File: src/rtl/uart_tx_pkg.sv
// Shared UART TX definitions: line mux select encodings, sequencer state encoding
// and the bit-counter width helper.
package uart_tx_pkg;

  localparam logic [1:0] MUX_START  = 2'b00;
  localparam logic [1:0] MUX_STOP   = 2'b01;
  localparam logic [1:0] MUX_DATA   = 2'b10;
  localparam logic [1:0] MUX_PARITY = 2'b11;

  typedef enum logic [2:0] {
    ST_IDLE   = 3'd0,
    ST_START  = 3'd1,
    ST_DATA   = 3'd2,
    ST_PARITY = 3'd3,
    ST_STOP   = 3'd4
  } tx_state_e;

  // Counter width for a count of n bits; never narrower than one bit.
  function automatic int unsigned cnt_width(input int unsigned n);
    return (n > 1) ? $clog2(n) : 1;
  endfunction

endpackage

File: src/rtl/uart_tx_bit_cnt.sv
// Serial bit counter with synchronous clear and enable; flags the last bit of a
// COUNT-bit word and folds back to zero after it. Shared by the TX and RX paths.
module uart_tx_bit_cnt
  import uart_tx_pkg::*;
#(
  parameter int unsigned COUNT = 8
) (
  input  logic clk,
  input  logic rst_n,
  input  logic clr,
  input  logic en,
  output logic tc
);

  localparam int unsigned CNT_W = cnt_width(COUNT);
  localparam logic [CNT_W-1:0] LAST = CNT_W'(COUNT - 1);

  logic [CNT_W-1:0] cnt_q;

  assign tc = (cnt_q == LAST);

  // Folding back at LAST keeps the count inside 0..COUNT-1.
  always_ff @(posedge clk or negedge rst_n) begin
    if (!rst_n) begin
      cnt_q <= '0;
    end else if (clr) begin
      cnt_q <= '0;
    end else if (en) begin
      cnt_q <= tc ? '0 : cnt_q + CNT_W'(1);
    end
  end

endmodule

File: src/rtl/uart_tx_ctrl.sv
// UART transmit frame sequencer: start bit, DATA_WIDTH data bits, optional parity,
// stop bit; one bit per CLK cycle, back-to-back frames accepted from STOP.
module uart_tx_ctrl
  import uart_tx_pkg::*;
#(
  parameter int unsigned DATA_WIDTH = 8
) (
  input  logic       CLK,
  input  logic       RST,
  input  logic       data_valid,
  input  logic       par_en,
  output logic       ser_load,
  output logic       ser_en,
  output logic [1:0] mux_sel,
  output logic       busy
);

  tx_state_e state_q, state_d;
  logic      par_en_q;
  logic      cnt_clr, cnt_en, last_bit;

  uart_tx_bit_cnt #(
    .COUNT (DATA_WIDTH)
  ) u_bit_cnt (
    .clk   (CLK),
    .rst_n (RST),
    .clr   (cnt_clr),
    .en    (cnt_en),
    .tc    (last_bit)
  );

  always_ff @(posedge CLK or negedge RST) begin
    if (!RST) begin
      state_q <= ST_IDLE;
    end else begin
      state_q <= state_d;
    end
  end

  // Parity enable is frozen for the whole frame at the accept edge.
  always_ff @(posedge CLK or negedge RST) begin
    if (!RST) begin
      par_en_q <= 1'b0;
    end else if (ser_load) begin
      par_en_q <= par_en;
    end
  end

  // Next state and Moore decode; ser_load is the only input-dependent output.
  always_comb begin
    state_d  = state_q;
    ser_load = 1'b0;
    ser_en   = 1'b0;
    mux_sel  = MUX_STOP;
    busy     = 1'b0;
    cnt_clr  = 1'b0;
    cnt_en   = 1'b0;
    unique case (state_q)
      ST_IDLE: begin
        if (data_valid && RST) begin
          ser_load = 1'b1;
          state_d  = ST_START;
        end
      end
      ST_START: begin
        mux_sel = MUX_START;
        busy    = 1'b1;
        cnt_clr = 1'b1;
        state_d = ST_DATA;
      end
      ST_DATA: begin
        mux_sel = MUX_DATA;
        ser_en  = 1'b1;
        busy    = 1'b1;
        cnt_en  = 1'b1;
        if (last_bit) begin
          state_d = par_en_q ? ST_PARITY : ST_STOP;
        end
      end
      ST_PARITY: begin
        mux_sel = MUX_PARITY;
        busy    = 1'b1;
        state_d = ST_STOP;
      end
      ST_STOP: begin
        busy = 1'b1;
        if (data_valid && RST) begin
          ser_load = 1'b1;
          state_d  = ST_START;
        end else begin
          state_d = ST_IDLE;
        end
      end
      default: begin
        state_d = ST_IDLE;
      end
    endcase
  end

endmodule

File: config.mk
export PLATFORM = sky130hd
export DESIGN_NAME = uart_tx_ctrl
export DESIGN_NICKNAME = d
export VERILOG_FILES = /design/src/rtl/uart_tx_pkg.sv /design/src/rtl/uart_tx_bit_cnt.sv /design/src/rtl/uart_tx_ctrl.sv
export SDC_FILE = /design/constraint.sdc
export NUM_CORES = 1
export LEC_CHECK = 0
export CORE_AREA = 2 2 39 41
export DETAILED_ROUTE_END_ITERATION = 6
export DIE_AREA = 0 0 41 43
export PLACE_DENSITY = 0.67
export RECOVER_POWER = 25
export SYNTH_ARGS = -nofsm -noshare
export SYNTH_HDL_FRONTEND = slang
export SYNTH_SLANG_ARGS = --single-unit
File: constraint.sdc
create_clock -name CLK -period 1.5 [get_ports CLK]
set_input_delay 0.3 -clock CLK [delete_from_list [all_inputs] [get_ports CLK]]
set_output_delay 0.3 -clock CLK [all_outputs]
set_load 0.05 [all_outputs]
* Yosys cells after proc, flatten, opt, wreduce, memory -nomap -nowiden *
Cells that the tools add are included.

word-level totals
  bits in registers = 7
  input port bits = 4

operators by class
  multiplexer cells = 14
  reduce and logical (&&, ||, !) cells = 6
  add/subtract/negate cells = 1
  equal/unequal tests = 7

operators by type and width
  kind                                                                    count
  3-bit 2-to-1 mux                                                        6
  3-bit one-hot mux with 5 select lines                                   1
  3-bit by 2-bit equality test with 1-bit output (second input constant)  2
  3-bit equality test (second input constant)                             2
  1-bit 2-to-1 mux                                                        6
  2-bit one-hot mux with 3 select lines                                   1
  4-bit OR reduction                                                      1
  3-bit by 1-bit adder with 3-bit output (second input constant)          1
  3-bit by 1-bit equality test with 1-bit output (second input constant)  1
  3-bit zero test                                                         1
  2-bit by 1-bit != test with 1-bit output (second input constant)        1
  2-bit != test (second input constant)                                   1
  2-bit AND reduction                                                     1
  2-bit nonzero test                                                      1
  2-bit OR reduction                                                      1
  1-bit logical AND                                                       1

* Logic depth before layout (Yosys ltp) *
Gate-level depths: netlist of the first run.

  depth in word-level cells = 4
  mapped depth = 5
  depth with buffers taken out = 5

* By module *
From an unflattened synthesis of the first run, not the netlist that was laid out.

unflattened totals
  cells, all modules = 33
  area, all modules = 382.9 um^2

by module, submodules not included
  module           instances  cells each  area an instance (um^2)  sequential area each (um^2)
  uart_tx_ctrl     1          21          231.5                    100.1
  uart_tx_bit_cnt  1          12          151.4                    75.1

* Least setup slack after synthesis of the first run *
OpenSTA, ideal clock, no wires.

  path type = reg2out
  start point = register state_q[2]
  end point = output port ser_en
  stages on the path, launching flop included = 4
  slack = -0.390 ns
  required time = 1.200 ns
  data arrival time = 1.590 ns
  cells stage by stage = dfrtp_1 nor2b_1 buf_2 nor2b_1

on the way
  word-level cells in the longest chain between the ends = 2

ends and longest elaborated chain
  what                                            line                RTL
  start, declared                                 uart_tx_ctrl.sv:18  tx_state_e state_q, state_d;
  start signal, assigned                          uart_tx_ctrl.sv:36  state_q <= state_d;
  3-bit by 2-bit equality test with 1-bit output  uart_tx_ctrl.sv:58  unique case (state_q)
  1-bit 2-to-1 mux                                uart_tx_ctrl.sv:58
  end, declared                                   uart_tx_ctrl.sv:13  output logic ser_en,

Every way passes these cells.

* Worst setup path after layout of the first run *
  start point = register state_q[0]
  end point = output port mux_sel[0]

on the way
  word-level cells in the longest chain between the ends = 2
  elaborated cells between the ends (all ways) = 4

ends and longest elaborated chain
  what                                                                                                              line                RTL
  3-bit by 2-bit equality test with 1-bit output or 3-bit by 1-bit equality test with 1-bit output (tied branches)  uart_tx_ctrl.sv:58
  2-bit one-hot mux with 3 select lines *                                                                           uart_tx_ctrl.sv:58
  end, declared                                                                                                     uart_tx_ctrl.sv:14  output logic [1:0] mux_sel,

Every way passes the cells marked *; elsewhere a longest branch is shown, timed or not.

==> results of run 1 <==
-- layer usage --
layer | vias up | share of wire | GRT usage
li1 | 186 | - | -
met1 | 175 | 0.43 | 0.1854
met2 | 8 | 0.53 | 0.2000
met3 | 0 | 0.034 | 0.05236
met4 | 0 | 0 | 0.1000
met5 | - | 0 | 0
-- logic make-up after synthesis --
| kind of cell | count (synthesis) |
|---|---|
| multiplexers | 1 |
| XOR/XNOR | 1 |
| AND/OR/NAND/NOR | 18 |
| adder cells (fa/ha/maj) | 2 |
| flip-flops | 7 |
| buffers and inverters | 3 |
| AO/OA/AOI/OAI | 11 |
-- worst max-delay path by stage --
stage | from | endpoint | slack [ps] | cells past startpoint
finish | state_q[0] | mux_sel[0] | -30 | 3
global route | state_q[0] | mux_sel[0] | -80 | 3
CTS | state_q[0] | mux_sel[0] | -40 | 3
detailed placement | RST | ser_load | -80 | 4
global placement | RST | ser_load | -100 | 4
floorplan | state_q[1] | par_en_q | -180 | 3
-- worst max-delay path, cell delays in order (launching register included) --
cell and delay (ps):
dfrtp_2 480, nand2b_4 160, a21o_1 200, buf_12 150
-- cells in the mapped netlist, drive strengths merged --
cell	instances	area [um2]
ha	2	25.02
buf	3	23.77
dfrtp	7	175.2
nand2b	2	12.51
o21ai	3	15.01
and2b	3	26.28
a21o	2	16.27
nand3	1	5.000
nor2	2	7.510
a21oi	5	28.78
nor2b	3	26.27
nand2	4	15.01
or3b	1	8.760
xnor2	1	8.760
o21a	1	7.510
or2	1	6.260
nor3	1	10.01
mux2	1	11.26
-- power breakdown --
group | leakage [uW] | total [uW] | switching, uW | internal [uW]
combinational | 0.000232 | 1120 | 497 | 626
clock | 0.0000150 | 174 | 72.0 | 102
sequential | 0.0000855 | 371 | 104 | 268
-- layout make-up --
class,instances,area share
multi-input combinational,33,0.3861
sequential,7,0.2432
timing repair buffer,19,0.3078
clock buffer,4,0.03571
tap,16,0.02721
-- metrics by stage --
stage	power, uW	setup slack, ps
2_1_floorplan	899.7	-184.4
3_3_place_gp	1249	-99.37
3_5_place_dp	1275	-80.39
4_1_cts	1613	-37.35
5_1_grt	1783	-75.74
6_report	1668	-28.79
-- sequential cells by signal, indices dropped and copies added (netlist names) --
name	flops
state_q	3
par_en_q	1
u_bit_cnt.cnt_q	3
-- what timing repair did --
item / in CTS / in global routing
setup buffers: 4 / 2
setup endpoints to repair: 6 / 6
gates resized for setup: 12 / 5
gates cloned: 0 / 0
pin swaps: 3 / 1
==> flow_summary.ini, run 1 <==
[sta]
setup_viol = 2
rsz0062_at_grt = true
setup_slack_ps = -28.79
relSlewSlack = 0.7332
whs_ps = 217.3
tightest_slew_ps = 400.2
finalSetupTns_ps = -29.76
drv_slew = 0
hold_viol = 0
fin_crit_ps = 1529
skew_ps = 0.3462
period_share = 1.019
fmax_mhz = 654.1

[drt]
drt_pass1_iterations = 3
vias = 369
drc_errors = 0
drtIter0Drc = 1
wl_um = 924
viasPerCell = 4.671
ant_nets = 0
routedWlPerCell_um = 11.70

[setup_path]
crit_type = reg2out
cp_data_required_time_ps = 1200
r2r_start = u_bit_cnt.cnt_q[0]
cp_max_fo = 6
endpoint_kind = primary output
crit_path_start_kind = flop
timing.rr.end = state_q[1]
r2r_slack_ps = 60
reg2reg_depth = 5
cp.arrival_ps = 1230

[logic_synthesis]
netlist_instances = 43
ys_seq_area_frac = 0.4082
synth_simple_gate_area_frac = 0.2741
synth.distinct_cells = 23
syn_nets = 49
synthAdderAreaFrac = 0.05831
yosys_register_bits = 7
syn-cell-area_um2 = 429.2
synth_top_family_by_area = simple AND/OR/NAND/NOR gates
synth_xor_area_frac = 0.02041
avgSynthCellArea_um2 = 9.981
yosys_warnings = 0
synth-compound-area-share = 0.1574
synth_mux_area_frac = 0.02624

[layout]
num_antenna_cells = 0
nNetsFinal = 70
final_util = 0.5316
area_growth_pct = 71.43
layout_common_cells = buf_4, buf_12, a21oi_1, dfrtp_1
fin_cells = 79
register_area_um2 = 178.9
final_design_area_no_fill_um2 = 735.7
nFillCells = 129
final_common_cell = buf_4
drive_gt1_frac = 0.6032
multiInputGateArea_um2 = 284.0

[place]
gp_congestion = 0.7237
placed_cell_area_um2 = 603.1
dp.cells = 69
dp_hpwl_um = 636.6
numPortBuffers = 8

[die]
die-area_um2 = 1763
io_pins = 9
die_h_um = 43
rows = 14
start_util = 0.3101
coreArea_um2 = 1384
die_w_um = 41

[global_route]
antenna_found_initial = 0
grt_pass1_wl_um = 1656
grt_overflow = 0
grt_max_degree = 8
grt_use_total = 0.1469
grt_pass1_vias = 373

[power]
power_density_nw_per_um2 = 2267
p_leak_uw = 0.0003327
irDropWorstVdd_v = 0.0007756

[clock_tree]
cts_sinks = 7
clk_latency_ps = 250
cts_tree = built
clk_pin_slew_ps = 50
numCtsBuffers = 3
cts_max_level = 1
hold_buffers = 0
cts_buffer_depth = 2
ctsRootBufferMaster = clkbuf_4

[run_status]
status = finished, violations left
violations = negative setup slack

[flow_run]
drv_cap = 0

[hold_path]
hold_class = in2async
Power figures use the tool's default switching activity.
==> run 2: changes to the inputs <==
--- a/config.mk
+++ b/config.mk
@@ -5,10 +5,13 @@
 export SDC_FILE = /design/constraint.sdc
 export NUM_CORES = 1
 export LEC_CHECK = 0
-export CORE_AREA = 2 2 39 41
+export CELL_PAD_IN_SITES_DETAIL_PLACEMENT = 1
+export CELL_PAD_IN_SITES_GLOBAL_PLACEMENT = 1
+export CORE_MARGIN = 2
+export CORE_UTILIZATION = 32
+export CTS_CLUSTER_DIAMETER = 60
 export DETAILED_ROUTE_END_ITERATION = 6
-export DIE_AREA = 0 0 41 43
-export PLACE_DENSITY = 0.67
+export PLACE_DENSITY = 0.8
 export RECOVER_POWER = 25
 export SYNTH_ARGS = -nofsm -noshare
 export SYNTH_HDL_FRONTEND = slang
==> run 2 against run 1 <==
Effect of this change:
- global-route usage is 2.7 points higher
- die area fell by 6.4%
- the run still ends with negative setup slack left
- worst setup slack improved by 2.8 ps
- hold slack got worse by 18 ps
- critical path depth unchanged
- sequential power fell by 3%
- critical endpoint unchanged
- flip-flop and latch count did not move
- maximum frequency grew 0.18%
==> flow_summary.ini, run 2 (same netlist as run 1, synthesis figures left out) <==
[run_status]
status = finished, violations left
violations = negative setup slack

[drt]
routedWlPerCell_um = 14.72
ant_nets = 0
viasPerCell = 4.923
wl_um = 1148
drt_pass1_iterations = 4
drc_errors = 0
drtIter0Drc = 1
vias = 384

[setup_path]
cp_num_buf_inv = 1
cp_top_family = flip-flops
cp_data_required_time_ps = 1200
crit_type = reg2out
cp.arrival_ps = 1230
cp_slowest_cell = dfrtp_2
endpoint_kind = primary output
cp_cell_sequence = nand2b_4, a21o_1, buf_12
crit_path_start_kind = flop
max_stage_delay_ps = 480
cp_max_fo = 6

[layout]
nFillCells = 136
top_regs = state_q (3), u_bit_cnt.cnt_q (3), par_en_q (1)
nNetsFinal = 70
num_antenna_cells = 0
final_util = 0.5641
multiInputGateArea_um2 = 281.5
area_growth_pct = 66.76
final_design_area_no_fill_um2 = 715.7
register_area_um2 = 178.9
final_common_cell = buf_4
layout_common_cells = buf_4, buf_12, a21oi_1, dfrtp_1
drive_gt1_frac = 0.6190

[clock_tree]
clk_pin_slew_ps = 50
cts_buffer_depth = 2
clk_latency_ps = 260
hold_buffers = 0
numCtsBuffers = 3
cts_max_level = 1
ctsRootBufferMaster = clkbuf_4
cts_tree = built
cts_sinks = 7

[power]
swShare = 0.4146
p_sw_uw = 673.5
p_leak_uw = 0.0003247
p_comb_frac = 0.670
power.share.clock = 0.109
power_density_nw_per_um2 = 2270
irDropWorstVdd_v = 0.0008636
seqPwrFrac = 0.222
internal_power_uw = 950.9

[sta]
relSlewSlack = 0.7299
skew_ps = 1.642
hold_viol = 0
fin_crit_ps = 1526
whs_ps = 199.2
period_share = 1.017
setup_viol = 3
fmax_mhz = 655.3
setup_slack_ps = -26.04
drv_slew = 0
rsz0062_at_grt = true
tightest_slew_ps = 405.1

[die]
die_h_um = 40.62
start_util = 0.3383
die_w_um = 40.62
coreArea_um2 = 1269
die-area_um2 = 1650
io_pins = 9
rows = 13

[global_route]
grt_use_total = 0.1737
antenna_found_initial = 0
grt_pass1_vias = 418
grt_pass1_wl_um = 1766
grt_max_degree = 8
grt_overflow = 0

[place]
numPortBuffers = 8
gp_congestion = 0.6984
placed_cell_area_um2 = 601.8
dp_hpwl_um = 730.4

[hold_path]
hold_class = in2async

[flow_run]
drv_cap = 0
## run 2: metal layers
layer | track usage | vias up | wire length (um)
met5 | 0 | - | 0
met4 | 0.1667 | 0 | 37
met3 | 0.03804 | 5 | 28
met2 | 0.2857 | 11 | 628
met1 | 0.1797 | 181 | 455
li1 | - | 187 | -
## run 2: final cells by class
cell class                      instances  area share
Multi-Input combinational cell         33      0.3934
Timing Repair Buffer                   19      0.2937
Sequential cell                         7      0.2500
Clock buffer                            4     0.03671
Tap cell                               15     0.02622
## run 2: power by group through the flow
stage	registers [uW]	clock network [uW]	logic, uW
2_1_floorplan	320	0	580
3_3_place_gp	359	0	897
3_5_place_dp	367	0	916
4_1_cts	360	178	1050
5_1_grt	375	197	1170
6_report	360	177	1090
## run 2: repair_timing
item	in CTS	in global routing
buffers inserted	6	0
endpoints found under the setup margin	6	6
resized for setup	10	6
hold endpoints to repair	0	0
gates cloned	0	0
pin swaps	2	1
## run 2: worst register-to-register path: stages (launching register included)
cell,delay (ps)
dfrtp_1,390
ha_2,190
ha_2,170
nor2b_4,130
or3b_4,370
a21oi_2,120
## run 2: stage by stage
stage | setup TNS [ps] | worst slack [ps] | total power, uW | cells
finish | -43.81 | -26.04 | 1624 | 78
floorplan | -361.1 | -184.4 | 899.7 | 43
CTS | -75.96 | -30.34 | 1593 | 78
global route | -246.0 | -72.63 | 1741 | 78
detailed placement | -158.9 | -81.17 | 1283 | 68
global placement | -79.47 | -42.11 | 1256 | 68
## run 2: path summary, 6_finish.rpt
kind                                    start    endpoint  slack (ps)  cells after the start
max                                state_q[0]  mux_sel[0]         -30                      3
min                                       RST    par_en_q         200                      2
max reg2reg                u_bit_cnt.cnt_q[0]  state_q[1]          70                      5
min reg2reg                        state_q[2]  state_q[1]         510                      1
max in group asynchronous                 RST  state_q[2]         990                      2
min in group CLK                   state_q[2]  state_q[1]         510                      1
